## src/rtl/usb_pkg.sv

```systemverilog
// Shared USB link-layer definitions: PID values, PID type field, CRC seeds, TX FSM states.
package usb_pkg;

  localparam logic [3:0] PID_OUT   = 4'b0001;
  localparam logic [3:0] PID_IN    = 4'b1001;
  localparam logic [3:0] PID_SOF   = 4'b0101;
  localparam logic [3:0] PID_SETUP = 4'b1101;
  localparam logic [3:0] PID_DATA0 = 4'b0011;
  localparam logic [3:0] PID_DATA1 = 4'b1011;
  localparam logic [3:0] PID_ACK   = 4'b0010;
  localparam logic [3:0] PID_NAK   = 4'b1010;
  localparam logic [3:0] PID_STALL = 4'b1110;

  // PID[1:0] selects the packet shape
  localparam logic [1:0] PT_SPECIAL   = 2'b00;
  localparam logic [1:0] PT_TOKEN     = 2'b01;
  localparam logic [1:0] PT_HANDSHAKE = 2'b10;
  localparam logic [1:0] PT_DATA      = 2'b11;

  localparam logic [15:0] CRC16_INIT = 16'hFFFF;
  localparam logic [4:0]  CRC5_INIT  = 5'h1F;

  typedef enum logic [2:0] {
    ST_IDLE, ST_PID, ST_TOK1, ST_TOK2, ST_DATA, ST_CRC_LO, ST_CRC_HI
  } tx_state_e;

  function automatic logic [4:0] rev5(input logic [4:0] v);
    return {v[0], v[1], v[2], v[3], v[4]};
  endfunction

endpackage

```

## src/rtl/crc16_byte.sv

```systemverilog
// Next CRC16 (poly 0x8005, reflected register form) after one byte, LSB first.
module crc16_byte (
  input  logic [15:0] c,
  input  logic [7:0]  d,
  output logic [15:0] c_out
);
  logic [15:0] r;

  always_comb begin
    r = c;
    for (int i = 0; i < 8; i++) begin
      r = (r >> 1) ^ (((r[0] ^ d[i]) == 1'b1) ? 16'hA001 : 16'h0000);
    end
    c_out = r;
  end
endmodule

```

## src/rtl/crc5.sv

```systemverilog
// USB token CRC5 (x^5+x^2+1) over an 11-bit field sent LSB first.
// c_out is the complemented remainder with bit 4 as the first bit on the wire.
module crc5 (
  input  logic [4:0]  c,
  input  logic [10:0] d,
  output logic [4:0]  c_out
);
  logic [4:0] r;

  always_comb begin
    r = c;
    for (int i = 0; i < 11; i++) begin
      r = {r[3:0], 1'b0} ^ (((d[i] ^ r[4]) == 1'b1) ? 5'h05 : 5'h00);
    end
    c_out = ~r;
  end
endmodule

```

## src/rtl/usb_pkt_tx.sv

```systemverilog
// USB TX packet builder: handshake/token/SOF/DATA bytes with CRC5/CRC16 appended, one byte per handshake.
// Define USB_PKT_TX_SOF_EN to build SOF from tx_frame; otherwise SOF is an ordinary addr/endp token.
module usb_pkt_tx
  import usb_pkg::*;
#(
  parameter int MAX_PKT_LEN = 64
) (
  input  logic        clk,
  input  logic        rst_n,
  input  logic [3:0]  tx_pid,
  input  logic [6:0]  tx_addr,
  input  logic [3:0]  tx_endp,
  input  logic [10:0] tx_frame,
  input  logic        tx_zlp,
  input  logic        tx_valid,
  output logic        tx_ready,
  input  logic [7:0]  tx_data,
  input  logic        tx_data_valid,
  input  logic        tx_data_last,
  output logic        tx_data_ready,
  output logic        tx_len_err,
  output logic        tx_to_sop,
  output logic        tx_to_eop,
  output logic        tx_to_valid,
  input  logic        tx_to_ready,
  output logic [7:0]  tx_to_data,
  output logic        tx_con_pid_en,
  output logic [3:0]  tx_con_pid
);
  localparam int CNT_W = $clog2(MAX_PKT_LEN + 1);
  localparam logic [CNT_W-1:0] LAST_IDX = CNT_W'(MAX_PKT_LEN - 1);

  tx_state_e        state_q, state_d;
  logic [7:0]       dat_q, dat_d;
  logic             vld_q, vld_d, sop_q, sop_d, eop_q, eop_d, pen_q, pen_d;
  logic             rdy_q, rdy_d, lerr_q, lerr_d, zlp_q, zlp_d, done_q, done_d;
  logic [3:0]       pid_q, pid_d;
  logic [10:0]      tok_q, tok_d, tok_load;
  logic [15:0]      crc_q, crc_d, crc16_nxt;
  logic [CNT_W-1:0] cnt_q, cnt_d;
  logic [4:0]       crc5_out;
  logic             advance;

`ifdef USB_PKT_TX_SOF_EN
  assign tok_load = (tx_pid == PID_SOF) ? tx_frame : {tx_endp, tx_addr};
`else
  logic unused_frame;
  assign unused_frame = ^tx_frame;
  assign tok_load     = {tx_endp, tx_addr};
`endif

  crc5 u_crc5 (.c(CRC5_INIT), .d(tok_q), .c_out(crc5_out));
  crc16_byte u_crc16 (.c(crc_q), .d(tx_data), .c_out(crc16_nxt));

  // The output register may be refilled when empty or when its byte leaves this cycle
  assign advance       = ~vld_q | tx_to_ready;
  assign tx_data_ready = (state_q == ST_DATA) & ~done_q & advance;

  always_comb begin
    state_d = state_q; dat_d = dat_q; vld_d = vld_q; sop_d = sop_q; eop_d = eop_q;
    pen_d = pen_q; rdy_d = rdy_q; lerr_d = 1'b0; zlp_d = zlp_q; done_d = done_q;
    pid_d = pid_q; tok_d = tok_q; crc_d = crc_q; cnt_d = cnt_q;
    case (state_q)
      ST_IDLE: if (tx_valid) begin
        state_d = ST_PID; dat_d = {~tx_pid, tx_pid}; vld_d = 1'b1; sop_d = 1'b1; pen_d = 1'b1;
        eop_d = (tx_pid[1:0] == PT_HANDSHAKE) | (tx_pid[1:0] == PT_SPECIAL);
        rdy_d = 1'b0; pid_d = tx_pid; zlp_d = tx_zlp; tok_d = tok_load;
        crc_d = CRC16_INIT; cnt_d = '0; done_d = 1'b0;
      end
      ST_PID: if (tx_to_ready) begin
        sop_d = 1'b0; pen_d = 1'b0;
        case (pid_q[1:0])
          PT_TOKEN: begin state_d = ST_TOK1; dat_d = tok_q[7:0]; end
          PT_DATA: begin
            if (zlp_q) begin state_d = ST_CRC_LO; dat_d = ~crc_q[7:0]; end
            else begin state_d = ST_DATA; vld_d = 1'b0; end
          end
          default: begin state_d = ST_IDLE; vld_d = 1'b0; eop_d = 1'b0; rdy_d = 1'b1; end
        endcase
      end
      ST_TOK1: if (tx_to_ready) begin
        state_d = ST_TOK2; dat_d = {rev5(crc5_out), tok_q[10:8]}; eop_d = 1'b1;
      end
      ST_DATA: if (advance) begin
        if (done_q) begin
          state_d = ST_CRC_LO; dat_d = ~crc_q[7:0]; vld_d = 1'b1;
        end else if (tx_data_valid) begin
          dat_d = tx_data; vld_d = 1'b1; crc_d = crc16_nxt; cnt_d = cnt_q + CNT_W'(1);
          done_d = tx_data_last | (cnt_q == LAST_IDX);
          lerr_d = ~tx_data_last & (cnt_q == LAST_IDX);
        end else begin
          vld_d = 1'b0;
        end
      end
      ST_CRC_LO: if (tx_to_ready) begin
        state_d = ST_CRC_HI; dat_d = ~crc_q[15:8]; eop_d = 1'b1;
      end
      ST_TOK2, ST_CRC_HI: if (tx_to_ready) begin
        state_d = ST_IDLE; vld_d = 1'b0; eop_d = 1'b0; rdy_d = 1'b1;
      end
      default: begin state_d = ST_IDLE; vld_d = 1'b0; rdy_d = 1'b1; end
    endcase
  end

  always_ff @(posedge clk or negedge rst_n) begin
    if (!rst_n) begin
      state_q <= ST_IDLE; dat_q <= '0; vld_q <= 1'b0; sop_q <= 1'b0; eop_q <= 1'b0;
      pen_q <= 1'b0; rdy_q <= 1'b1; lerr_q <= 1'b0; zlp_q <= 1'b0; done_q <= 1'b0;
      pid_q <= '0; tok_q <= '0; crc_q <= '0; cnt_q <= '0;
    end else begin
      state_q <= state_d; dat_q <= dat_d; vld_q <= vld_d; sop_q <= sop_d; eop_q <= eop_d;
      pen_q <= pen_d; rdy_q <= rdy_d; lerr_q <= lerr_d; zlp_q <= zlp_d; done_q <= done_d;
      pid_q <= pid_d; tok_q <= tok_d; crc_q <= crc_d; cnt_q <= cnt_d;
    end
  end

  assign tx_ready      = rdy_q;
  assign tx_len_err    = lerr_q;
  assign tx_to_sop     = sop_q;
  assign tx_to_eop     = eop_q;
  assign tx_to_valid   = vld_q;
  assign tx_to_data    = dat_q;
  assign tx_con_pid_en = pen_q;
  assign tx_con_pid    = pid_q;
endmodule

```

## config.mk

```make
export PLATFORM = sky130hd
export DESIGN_NAME = usb_pkt_tx
export DESIGN_NICKNAME = d
export VERILOG_FILES = /design/src/rtl/usb_pkg.sv /design/src/rtl/crc16_byte.sv /design/src/rtl/crc5.sv /design/src/rtl/usb_pkt_tx.sv
export SDC_FILE = /design/constraint.sdc
export NUM_CORES = 1
export LEC_CHECK = 0
export CORE_MARGIN = 2
export CORE_UTILIZATION = 54
export CTS_CLUSTER_SIZE = 28
export DETAILED_ROUTE_END_ITERATION = 7
export GPL_ROUTABILITY_DRIVEN = 0
export PLACE_DENSITY = 0.84
export SYNTH_ARGS = -nofsm -noshare
export SYNTH_HDL_FRONTEND = slang
export SYNTH_HIERARCHICAL = 1
export SYNTH_SLANG_ARGS = --single-unit
```

## constraint.sdc

```tcl
create_clock -name clk -period 3 [get_ports clk]
set_clock_uncertainty 0.2 [all_clocks]
set_input_delay 0.6 -clock clk [delete_from_list [all_inputs] [get_ports clk]]
set_output_delay 0.6 -clock clk [all_outputs]
set_load 0.1 [all_outputs]
```

==> Word-level counts from Yosys, hierarchy flattened <==
Cells that the tools add are included.
{ "word_totals": {"elab_cells": 187, "regBits": 56, "output_inout_bits": 19} }
{ "op_classes": {"add_sub_neg": 1, "n_reduce_logical": 19, "bitwise": 52, "eq_ne": 26, "muxes": 76} }
{ "ops": {"columns": ["op", "n"], "rows": [
  ["$mux W16", 12],
  ["$xor A15 B16 Y16", 8],
  ["$mux W8", 8],
  ["$mux W3", 18],
  ["$pmux W8 S5", 1],
  ["$xor A5 B5 Y5", 8],
  ["$pmux W16 S2", 1],
  ["$mux W7", 4],
  ["$mux W1", 22],
  ["$ne A2 B2 Y1 const B", 11],
  ["$pmux W3 S6", 1],
  ["$xor A1 B1 Y1", 18],
  ["$not A8 Y8", 2],
  ["$pmux W8 S2", 1],
  ["$pmux W7 S2", 1],
  ["$reduce_and A7 Y1", 2],
  ["$reduce_and A5 Y1", 2],
  ["$xor A5 B3 Y5", 2],
  ["$eq A3 B3 Y1 const B", 3],
  ["$ne A3 B3 Y1 const B", 3],
  ["$reduce_and A9 Y1", 1],
  ["$not A4 Y4", 2],
  ["$pmux W1 S4", 2],
  ["$add A7 B1 Y7 const B", 1],
  ["other kinds (24)", 40]
]} }

==> Depth between registers and ports, before layout <==
{ "logic_depth": {"depth_word": 35, "depth_mapped": 7, "ltp_nobuf": 7} }

==> Hierarchy <==
The synthesis kept the hierarchy.
{ "modules_own_cells": {"columns": ["mod", "n_inst", "area_each_um2", "cells_each"], "rows": [
  ["usb_pkt_tx", 1, 2981.6, 320],
  ["crc16_byte", 1, 307.8, 27],
  ["crc5", 1, 272.8, 17]
]} }

==> Worst setup path before layout <==
No wires, ideal clock.
{ "synth_path": {"path_type": "register -> register", "from": "register pid_q[0], in the netlist tx_con_pid[0]", "to": "register dat_q[6], in the netlist tx_to_data[6]", "arrival_ns": 2.244, "slack_ns": 0.429, "setup_ns": 0.126, "path_stages_with_launch": 5, "synth_period_minus_slack_ns": 2.571, "n_path_buf": 1, "required_time_ns": 2.674, "cell_sequence": "dfrtp_1 o21ai_0 a221oi_4 buf_6 mux2_4"} }
{ "synth_via": {"elab_chain_len": 4, "word_cells_on_any_way": 8, "cone_classes": "eq/ne: 4; mux: 3; reduce/logical: 1"} }
{ "synth_rtl": {"columns": ["element", "line", "text"], "rows": [
  ["start, declared", "usb_pkt_tx.sv:37", "logic [3:0] pid_q, pid_d;"],
  ["start signal, assigned", "usb_pkt_tx.sv:113", "pid_q <= pid_d; tok_q <= tok_d; crc_q <= crc_d; cnt_q <= cnt_d;"],
  ["$eq A2 B2 Y1 / $eq A2 B1 Y1 (equally long branches)", "usb_pkt_tx.sv:72", "case (pid_q[1:0])"],
  ["$pmux W8 S2", "usb_pkt_tx.sv:72", null],
  ["$mux W8", "usb_pkt_tx.sv:70", "ST_PID: if (tx_to_ready) begin"],
  ["$pmux W8 S5", "usb_pkt_tx.sv:63", "case (state_q)"],
  ["end signal, assigned", "usb_pkt_tx.sv:111", "state_q <= state_d; dat_q <= dat_d; vld_q <= vld_d; sop_q <= sop_d; eop_q <= eop_d;"],
  ["end, declared", "usb_pkt_tx.sv:34", "logic [7:0] dat_q, dat_d;"]
]} }
Parallel ways exist; a longest one is shown, timed or not. The select of a mux whose other input is x is not followed.
A chain may end at the register's enable or synchronous reset.

==> Final worst setup path <==
{ "layout_path": {"from": "register state_q[1]", "to": "output port tx_data_ready"} }
{ "layout_via": {"elab_chain_len": 3} }
{ "layout_rtl": {"columns": ["element", "line", "text"], "rows": [
  ["start, declared", "usb_pkt_tx.sv:33", "tx_state_e state_q, state_d;"],
  ["start signal, assigned", "usb_pkt_tx.sv:111", null],
  ["$eq A3 B3 Y1", "usb_pkt_tx.sv:57", "assign tx_data_ready = (state_q == ST_DATA) & ~done_q & advance;"],
  ["$and A1 B1 Y1 (2 in series)", "usb_pkt_tx.sv:57", null],
  ["end, declared", "usb_pkt_tx.sv:20", "output logic tx_data_ready,"]
]} }
Every way passes these cells.

==> metrics.yaml <==
avgViaCountPerCell: 5.596
p_int_mw: 2.729
overflow: 0
syn_area_per_cell_um2: 9.786
grt_pass1_vias: 2580
rrSetupSlack_ns: 0.52
fin_crit_ns: 2.616
start_util_pct: 56.10
hold_slack_ns: 0.1526
synth_top_flop_cell: "dfrtp_1"
area_delta_synth_final_pct: 16.75
dieHeight_um: 85.22
synth_edf_count: 0
fp.dieW_um: 85.22
core-area_um2: 6350
synth_common_cells: "dfrtp_1, nor2_1, a21oi_1"
grt_pass1_wl_um: 12550
drcViolationCount: 0
drt_pass1_iterations: 5
report.final.setup_viol: 0
yosysTopAreaCell: "dfrtp_1"
start_kind: "flop"
cts_post_setup_buffers_inserted: 0
htree_levels: 2
synth.most_common_cell: "dfrtp_1"
fmax_ghz: 0.3822
cts_max_path_buffers: 2
cts_buffers: 5
synth-seq-area-share_pct: 39.37
slew_headroom_pct: 49.29
drive_gt1_share_pct: 18.00
slew_violations: 0
p_seq_share_pct: 25.8
yosysWarnings: 6
rows: 29
fin_setup_tns_ns: 0
comb_power_share_pct: 66.2
fin_crit_sh_pct: 87.22
rsz0062_at_grt: "false"
ys_seq_elements: 56
drt-initial-drc-count: 201
cp.required_ns: 2.20
pwr-share-clk_pct: 8.0
synthTopCellsByArea: "dfrtp_1, nor2_1, mux2_2"
hold_viol_final: 0
p_total_mw: 5.213
io_buffers: 48
yosysTopAreaCellShare_pct: 38.64
ctsResizeCount: 0
cts_hold_buf: 0
switchingPower_mw: 2.484
cts_num_sinks: 56
cts_tree: "done"
grt.total_usage_pct: 21.67
grt_start_max_net_pins: 34
die-area_um2: 7262
synth_cell_types: 56
worstMarginPinSlew_ns: 0.7606
arrival_ns: 1.82
ant_nets: 0
drv_cap: 0
critPathKind: "reg -> out"
p_per_area_nw_per_um2: 1253
hpwl_um: 5744
vias: 2731
critPathCaptureType: "output port"
clk_pin_slew_ns: 0.10
cts_root_buf: "clkbuf_8"
min_path_type: "in -> async"
syn_inst: 364
worstPathMaxFanout: 23
synthArstFlopShare_pct: 100.0
power_leakage_nw: 1.780
switching_share_pct: 47.65
io_pins: 60
status: "finished, final reports clean"
n_antenna_cell: 0
avgRoutedWirePerCell_um: 15.35
wl_um: 7491
layout.nets: 452
syn_area_um2: 3562
antenna_found_initial: 0
max-vdd-ir-drop_mv: 1.337
clk_latency_ns: 0.31
## power by group through the flow
stage          Combinational, mW  Sequential, mW  Clock, mW
5_1_grt                     3.68            1.39      0.461
4_1_cts                     3.45            1.34      0.432
3_3_place_gp                3.38            1.35          0
6_report                    3.45            1.35      0.418
3_5_place_dp                3.43            1.36          0
2_1_floorplan               2.16            2.00          0
## final timing paths
path / startpoint / end / cells after the start
hold reg to reg: cnt_q[0] / cnt_q[0] / 1
setup reg to reg: tok_q[0] / tx_to_data[4] / 7
min in group clk: cnt_q[0] / cnt_q[0] / 1
setup / recovery: state_q[1] / tx_data_ready / 3
max in group asynchronous: rst_n / tok_q[2] / 2
hold / removal: rst_n / cnt_q[5] / 1
## critical path, cell delays in order, from the launching register on
cell and delay [ns]:
dfrtp_1 0.65, nor2_1 0.39, o211a_1 0.28, buf_12 0.19
## per-layer routing
metal	vias to the layer above	track usage, %	part of all wire, %
met3	13	2.335	4.7
met5	-	0	0
li1	1337	-	-
met4	0	8.225	2.2
met1	1301	32.08	47
met2	80	32.95	46
## cell usage in the layout (no fill, tap or decap), drive strengths merged, types with 7 or more instances in the layout
cell and n:
a22oi 8, o21ai 28, nand2b 8, nand2 26, clkdlybuf4s50 28, xor2 13, a21oi 31, buf 32
xnor2 22, nor2 55, dfrtp 55, mux2 19, xnor3 7
## cell families after synthesis
family,count (synthesis),share of synthesized area (%)
buffers and inverters,32,4.953
adders and majority gates,1,0.3512
muxes,21,6.779
xor gates and xnor gates,45,16.72
other,1,0.1053
and+or+nand+nor,117,15.35
AOI/OAI and AO/OA,91,16.37
DFF,56,39.37
## layout make-up
class	instances	area, um2
Fill cell	513	2191
Multi-Input combinational cell	281	2002
Sequential cell	56	1403
Timing Repair Buffer	60	543.0
Tap cell	77	96.34
Clock buffer	6	82.58
Inverter	6	22.52
Clock inverter	2	10.01
## stage by stage
stage | utilization, % | std cells | worst slack [ns] | instance area [um2]
2_1_floorplan | - | 369 | 0.4293 | 3581
3_3_place_gp | 64.04 | 480 | 0.1823 | 4066
3_5_place_dp | 64.04 | 480 | 0.1426 | 4066
4_1_cts | 65.50 | 488 | 0.3902 | 4159
5_1_grt | 65.50 | 488 | 0.2290 | 4159
6_report | 65.50 | 488 | 0.3835 | 4159
## state kept, by name (all words and copies together), names as in the netlist, 3 cells and up
| register | count |
|---|---|
| tx_to_data | 8 |
| tok_q | 11 |
| tx_con_pid | 4 |
| crc_q | 16 |
| cnt_q | 7 |
| state_q | 3 |
Note: power is estimated with default switching activity, not from simulation.
